### src/rtl/spram_arbiter.sv
// Two-port arbiter in front of a single-port memory. A pending requester is
// latched as owner, gets exactly one memory strobe, then waits for mem_done or
// a timeout. Completion and timeout are reported as one-cycle pulses.
module spram_arbiter #(
  parameter int unsigned TIMEOUT = 16,
  parameter int unsigned FAIR    = 1
) (
  input  logic        clk,
  input  logic        rst,
  input  logic        p0_ren,
  input  logic        p0_wen,
  input  logic [3:0]  p0_wmask,
  input  logic [31:0] p0_addr,
  input  logic [31:0] p0_wdata,
  output logic [31:0] p0_rdata,
  output logic        p0_done,
  output logic        p0_err,
  input  logic        p1_ren,
  input  logic        p1_wen,
  input  logic [3:0]  p1_wmask,
  input  logic [31:0] p1_addr,
  input  logic [31:0] p1_wdata,
  output logic [31:0] p1_rdata,
  output logic        p1_done,
  output logic        p1_err,
  output logic        mem_ren,
  output logic        mem_wen,
  output logic [3:0]  mem_wmask,
  output logic [31:0] mem_addr,
  output logic [31:0] mem_wdata,
  input  logic [31:0] mem_rdata,
  input  logic        mem_done,
  output logic        busy,
  output logic [1:0]  grant
);

  typedef enum logic [1:0] {StIdle, StIssue, StWait} state_e;

  localparam logic [7:0] CntLast = 8'(TIMEOUT - 1);

  state_e      state;
  logic        owner;     // 0 = port 0, 1 = port 1
  logic        last;      // port that completed most recently
  logic [7:0]  cnt;

  logic        pend0, pend1;
  logic        win;
  logic        win_ren, win_wen;
  logic [3:0]  own_wmask;
  logic [31:0] own_addr, own_wdata;

  assign pend0 = p0_ren | p0_wen;
  assign pend1 = p1_ren | p1_wen;

  // Pick the winner among pending ports; a tie goes to the port not served last
  always_comb begin
    win = 1'b0;
    if (pend0 && pend1) begin
      win = (FAIR != 0) ? ~last : 1'b0;
    end else begin
      win = ~pend0;
    end
    win_ren = win ? p1_ren : p0_ren;
    win_wen = win ? p1_wen : p0_wen;
  end

  // Owner operand mux
  always_comb begin
    own_wmask = owner ? p1_wmask : p0_wmask;
    own_addr  = owner ? p1_addr  : p0_addr;
    own_wdata = owner ? p1_wdata : p0_wdata;
  end

  // Memory-side operands mirror the owner while busy, zero when idle
  always_comb begin
    busy      = (state != StIdle);
    grant     = 2'b00;
    mem_wmask = 4'h0;
    mem_addr  = 32'h0;
    mem_wdata = 32'h0;
    if (state != StIdle) begin
      grant     = owner ? 2'b10 : 2'b01;
      mem_wmask = own_wmask;
      mem_addr  = own_addr;
      mem_wdata = own_wdata;
    end
  end

  // Control FSM with registered strobes, pulses and read data
  always_ff @(posedge clk) begin
    if (rst) begin
      state    <= StIdle;
      owner    <= 1'b0;
      last     <= 1'b1;
      cnt      <= 8'h0;
      p0_rdata <= 32'h0;
      p1_rdata <= 32'h0;
      p0_done  <= 1'b0;
      p1_done  <= 1'b0;
      p0_err   <= 1'b0;
      p1_err   <= 1'b0;
      mem_ren  <= 1'b0;
      mem_wen  <= 1'b0;
    end else begin
      p0_done <= 1'b0;
      p1_done <= 1'b0;
      p0_err  <= 1'b0;
      p1_err  <= 1'b0;
      mem_ren <= 1'b0;
      mem_wen <= 1'b0;
      unique case (state)
        StIdle: begin
          if (pend0 || pend1) begin
            owner   <= win;
            state   <= StIssue;
            // Strobe is registered so it is high for exactly the ISSUE cycle
            mem_wen <= win_wen;
            mem_ren <= win_ren & ~win_wen;
          end
        end
        StIssue: begin
          cnt   <= 8'h0;
          state <= StWait;
        end
        StWait: begin
          if (mem_done) begin
            if (owner) begin
              p1_rdata <= mem_rdata;
              p1_done  <= 1'b1;
            end else begin
              p0_rdata <= mem_rdata;
              p0_done  <= 1'b1;
            end
            last  <= owner;
            state <= StIdle;
          end else if (cnt == CntLast) begin
            if (owner) p1_err <= 1'b1;
            else       p0_err <= 1'b1;
            last  <= owner;
            state <= StIdle;
          end else begin
            cnt <= cnt + 8'h1;
          end
        end
        default: state <= StIdle;
      endcase
    end
  end

endmodule
### config.mk
export PLATFORM = sky130hd
export DESIGN_NAME = spram_arbiter
export DESIGN_NICKNAME = d
export VERILOG_FILES = /design/src/rtl/spram_arbiter.sv
export SDC_FILE = /design/constraint.sdc
export NUM_CORES = 1
export LEC_CHECK = 0
export BUFFER_PORTS_ARGS = -buffer_cell sky130_fd_sc_hd__buf_2
export CAP_MARGIN = 20
export CORE_AREA = 4 4 121 123
export CTS_CLUSTER_DIAMETER = 100
export DETAILED_ROUTE_END_ITERATION = 10
export DIE_AREA = 0 0 125 127
export PLACE_DENSITY = 0.74
export SYNTH_ARGS = -nofsm -noshare
export SYNTH_HDL_FRONTEND = slang
export SYNTH_SLANG_ARGS = --single-unit
### constraint.sdc
create_clock -name clk -period 4.6 [get_ports clk]
set_input_delay 1.15 -clock clk [delete_from_list [all_inputs] [get_ports clk]]
set_output_delay 1.15 -clock clk [all_outputs]
set_load 0.1 [all_outputs]
==> impl_metrics.py, run 1 <==
metrics = {
    "power_and_ir_drop": {
        "irDropWorstVdd_v": 0.000236,
        "switching_share": 0.442,
        "power.net_switching_mw": 1.07,
        "combPwrFrac": 0.395,
        "seqPwrFrac": 0.307,
        "power_mw": 2.43,
        "power_density_mw_per_mm2": 402,
        "p_int_mw": 1.35,
        "p_leak_nw": 2.86,
        "clkPwrFrac": 0.298,
    },
    "die": {
        "die_area_mm2": 0.0159,
        "die_x_um": 125,
        "start_util": 0.294,
        "die_h_um": 127,
        "coreArea_mm2": 0.0137,
        "num_rows": 43,
        "io-pin-count": 316,
    },
    "finish": {
        "final_nets": 1000,
        "area_delta_synth_final_pct": 50.3,
        "register_area_mm2": 0.00165,
        "multiInputGateArea_mm2": 0.00219,
        "fillCellCount": 1414,
        "drive_above_1_share": 0.410,
    },
    "cts": {
        "h-tree-depth": 3,
        "cts_tree": "yes",
        "cts_sinks": 82,
        "post_cts_buffers": 0,
        "cts_hold_buf": 0,
        "cts_buffers": 9,
        "cts_root_buf": "clkbuf_16",
        "cts_max_path_buffers": 2,
        "path_clk_slew_ns": 0.06,
        "cts_resized": 0,
        "clk_latency_ns": 0.33,
    },
    "critical_path": {
        "crit_type": "flop to primary output",
        "required_ns": 3.45,
        "worst_setup_path_start_kind": "flop",
        "ff2ff_path_depth": 4,
        "arrival_ns": 2.20,
        "crit_fanout": 43,
        "worst_setup_path_end_kind": "primary output",
    },
    "sta": {
        "worstMarginPinSlew_ns": 0.697,
        "skew_ns": 0.00545,
        "grt_setup_unrepaired": "false",
        "finalSetupViolCount": 0,
        "slew_violations": 0,
        "relSlewSlack": 0.535,
        "fmax_ghz": 0.299,
        "final-hold-violation-count": 0,
        "setup_tns_ns": 0,
        "period_needed_ns": 3.35,
        "finalCritPeriodShare": 0.728,
    },
    "logic_synthesis": {
        "synthArstFlopShare": 0,
        "synth_top_area_frac": 0.409,
        "synth_area_mm2": 0.00402,
        "synth_edf_count": 0,
        "synthTopCellsByCount": "nand2_1 (134), nor2_1 (84), dfxtp_1 (82)",
        "synth_area_leaders": "dfxtp_1 (41%), mux2i_1 (17%), nand2_1 (13%)",
        "yosys_warnings": 0,
        "syn-num-nets": 707,
        "synth_ff_type": "dfxtp_1",
        "syn_inst": 531,
        "syn_avg_cell_area_um2": 7.57,
        "synth_cell_types": 35,
        "yosysTopAreaCell": "dfxtp_1",
        "seq_area_frac_synth": 0.409,
        "synth.most_common_cell": "nand2_1",
        "synth_seq_cells": 82,
    },
    "global_route": {
        "grt_usage": 0.197,
        "grt_antenna_before_repair": 3,
        "grt_max_degree": 68,
        "grt_pass1_vias": 4505,
        "overflow": 0,
        "grt_pass1_wl_um": 24500,
    },
    "drt": {
        "routed_wirelength_um": 16500,
        "viasPerCell": 4.65,
        "final_antenna_net_count": 0,
        "wl_per_cell_um": 16.4,
        "drc_errors": 0,
        "vias": 4697,
        "dr.pass1.iters": 4,
        "detail_route.iter0.violations": 160,
    },
    "placement": {
        "hpwl_um": 13300,
        "gp_congestion": 0.854,
        "io_buffers": 315,
    },
    "outcome": {
        "outcome": "complete, no violations",
    },
    "run": {
        "drv_cap": 0,
    },
    "min_path": {
        "hp-class": "flop to flop",
        "hold_path_depth": 2,
    },
}
==> final timing paths <==
check | start | to | slack (ns)
max | owner | mem_wdata[0] | 1.25
min | p0_rdata[28] | p0_rdata[28] | 0.45
max reg2reg | owner | p1_rdata[28] | 2.38
min reg2reg | p0_rdata[28] | p0_rdata[28] | 0.45
==> power by group through the flow <==
stage | clock, mW | combinational (mW) | sequential, mW
after floorplan | 0 | 0.689 | 0.824
after global placement | 0 | 0.961 | 0.760
after detailed placement | 0 | 0.962 | 0.761
after CTS | 0.743 | 0.964 | 0.745
after global routing | 0.772 | 0.999 | 0.748
final | 0.724 | 0.959 | 0.745
==> cell type report <==
cell class / count / area share
multi-input combinational: 405 / 0.362
timing repair buffer: 322 / 0.274
sequential: 82 / 0.272
clock buffer: 12 / 0.0427
tap: 180 / 0.0373
clock inverter: 4 / 0.00808
inverter: 4 / 0.00249
antenna: 2 / 0.000829
==> cell usage in the layout (no fill, tap or decap), types with 2 or more instances in the layout <==
| cell | instances |
|---|---|
| mux2i_1 | 68 |
| clkbuf_1 | 2 |
| buf_4 | 5 |
| inv_1 | 4 |
| nor4_1 | 2 |
| clkinv_2 | 2 |
| buf_12 | 2 |
| dfxtp_1 | 81 |
| a21oi_1 | 71 |
| o21ai_1 | 2 |
| and3_1 | 2 |
| o211ai_1 | 4 |
| nand3_1 | 4 |
| clkbuf_16 | 10 |
| buf_2 | 315 |
| or3_1 | 2 |
| nor2_1 | 83 |
| a22o_1 | 2 |
| nand2b_1 | 5 |
| o21ai_0 | 6 |
| nand2_1 | 134 |
| nor3_1 | 4 |
| diode_2 | 2 |
==> worst max-delay path, stage by stage (launching register included) <==
cell and delay, ns:
dfxtp_4 0.79, buf_12 0.31, mux2i_1 0.17, nor2_1 0.11
buf_2 0.44
==> stage by stage <==
step           area [um2]  hold WS (ns)  setup slack [ns]  std cells   util
6_report             6040         0.451              1.25       1011  0.442
5_1_grt              6040         0.470              1.15       1011  0.442
4_1_cts              6030         0.453              1.22       1009  0.442
3_5_place_dp         5730         0.445              1.46        993  0.419
3_3_place_gp         5730         0.439              1.43        993  0.419
2_1_floorplan        4020         0.450             0.980        531      -
==> routing by layer <==
layer	GRT usage	vias up	share of wire
met3	0.0694	25	0.088
li1	-	2354	-
met2	0.357	203	0.51
met5	0	-	0
met4	0.0759	0	0.029
met1	0.211	2115	0.37
==> state kept, by name, summed over array words and instances, names as in the netlist <==
register	count
p0_rdata	32
p1_rdata	32
cnt	8
state	2
last	1
mem_ren	1
mem_wen	1
owner	1
p0_done	1
p0_err	1
p1_done	1
p1_err	1
==> cell families (layout without fill, tap and decap cells) <==
logic type	after synthesis	after routing	share of synthesized area
and+or+nand+nor	244	244	0.246
AOI/OAI and AO/OA	91	91	0.122
DFF	82	82	0.409
muxes	68	68	0.169
buffers and inverters	44	342	0.0486
adders and majority gates	1	1	0.00311
xor gates and xnor gates	1	1	0.00218
other	0	2	0
(Power assumes the default switching activity.)
==> inputs of run 2 (changes only) <==
CORE_AREA = 4 4 122 124   (was 4 4 121 123)
DIE_AREA = 0 0 126 128   (was 0 0 125 127)
PLACE_DENSITY = 0.73   (was 0.74)
clock period = 3.1 ns   (was 4.6 ns; I/O delays follow)
==> impl_metrics.py, run 2 (same netlist as run 1, synthesis figures left out) <==
metrics = {
    "die": {
        "coreArea_mm2": 0.0138,
        "die_area_mm2": 0.0161,
        "die_x_um": 126,
        "start_util": 0.292,
        "io-pin-count": 316,
        "die_h_um": 128,
        "num_rows": 43,
    },
    "drt": {
        "detail_route.iter0.violations": 189,
        "drc_errors": 0,
        "vias": 4728,
        "wl_per_cell_um": 16.9,
        "dr.pass1.iters": 6,
        "routed_wirelength_um": 17200,
        "viasPerCell": 4.65,
        "final_antenna_net_count": 0,
    },
    "cts": {
        "cts_buffers": 9,
        "h-tree-depth": 3,
        "cts_resized": 0,
        "path_clk_slew_ns": 0.06,
        "cts_root_buf": "clkbuf_16",
        "cts_max_path_buffers": 2,
        "cts_hold_buf": 0,
        "cts_sinks": 82,
        "clk_latency_ns": 0.34,
        "post_cts_buffers": 0,
        "cts_tree": "yes",
    },
    "critical_path": {
        "arrival_ns": 2.18,
        "worst_setup_path_end_kind": "primary output",
        "required_ns": 2.32,
        "worst_setup_path_start_kind": "flop",
        "cp_cell_sequence": "buf_4 -> mux2i_1 -> nor2_1 -> buf_2",
        "critPathSlowestCell": "dfxtp_4",
        "crit_type": "flop to primary output",
        "reg2reg_from": "state[1]",
        "max_stage_delay_ns": 0.69,
        "crit_fanout": 36,
        "cp-startpoint": "owner",
    },
    "finish": {
        "most-common-layout-cells": "buf_2 (315), nand2_1 (134), dfxtp_1 (81)",
        "drive_above_1_share": 0.423,
        "fillCellCount": 1416,
        "largestRegisters": "p0_rdata (32), p1_rdata (32), cnt (8)",
        "final_util": 0.443,
        "area_delta_synth_final_pct": 51.8,
        "final_nets": 1005,
        "layout_commonest_cell": "buf_2",
    },
    "global_route": {
        "grt_pass1_wl_um": 25600,
        "grt_pass1_vias": 4626,
        "overflow": 0,
        "grt_max_degree": 47,
        "grt_antenna_before_repair": 7,
        "grt_usage": 0.204,
    },
    "min_path": {
        "hp-class": "flop to flop",
        "hold_start": "p1_rdata[5]",
    },
    "sta": {
        "worstMarginPinSlew_ns": 0.583,
        "period_needed_ns": 2.95,
        "slew_violations": 0,
        "finalCritPeriodShare": 0.953,
        "holdWs_ns": 0.451,
        "skew_ns": 0.0121,
        "final-hold-violation-count": 0,
        "finalSetupViolCount": 0,
        "grt_setup_unrepaired": "false",
        "fmax_ghz": 0.339,
        "relSlewSlack": 0.612,
        "setup_tns_ns": 0,
        "setup_ws_ns": 0.146,
    },
    "power_and_ir_drop": {
        "irDropWorstVdd_v": 0.000334,
        "p_leak_nw": 2.88,
        "power_mw": 3.66,
        "power_density_mw_per_mm2": 600,
    },
    "placement": {
        "gp_congestion": 0.877,
        "hpwl_um": 14000,
        "io_buffers": 315,
        "post-place-ws_ns": 0.502,
    },
    "outcome": {
        "outcome": "complete, no violations",
    },
    "run": {
        "drv_cap": 0,
    },
}
-- run 2: power by group --
group	leakage, nW	total, mW	internal (mW)	switching (mW)
Clock	0.153	1.13	0.708	0.421
Sequential	0.663	1.10	1.07	0.0284
Combinational	2.07	1.43	0.266	1.16
-- run 2: through the flow --
stage	instances	area [um2]
final	1017	6100
after detailed placement	998	5770
after floorplan	531	4040
after CTS	1014	6090
after global placement	998	5770
after global routing	1017	6100
-- run 2: critical path, delay by kind of cell (launching register included) --
kind	cells	cell delay, ns
and+or+nand+nor	1	0.25
DFF	1	0.69
muxes	1	0.09
buffers and inverters	2	0.79
-- run 2: final cells by class --
type	count	area, um2	share of cell area
well taps	180	225	0.0369
clock inverters	6	90.1	0.0148
flip-flops and latches	82	1650	0.270
repair buffers	327	1680	0.275
diodes	3	7.51	0.00123
multi-input cells	405	2210	0.362
inverters	4	15.0	0.00246
clock buffers	10	229	0.0376
-- run 2: worst paths after layout --
check                           slack (ns)  depth (start not counted)             to
worst min register to register        0.45                          2    p1_rdata[5]
worst min-delay path                  0.45                          2    p1_rdata[5]
worst max-delay path                  0.15                          4  mem_wdata[14]
worst max register to register        1.39                          4         cnt[7]
-- run 2: per-layer routing --
metal  vias to the layer above  global-route usage  wire (um)
li1                       2362                   -          -
met1                      2115               0.238       6890
met2                       224               0.361       8580
met3                        27              0.0554       1270
met4                         0              0.0700        436
met5                         -                   0          0
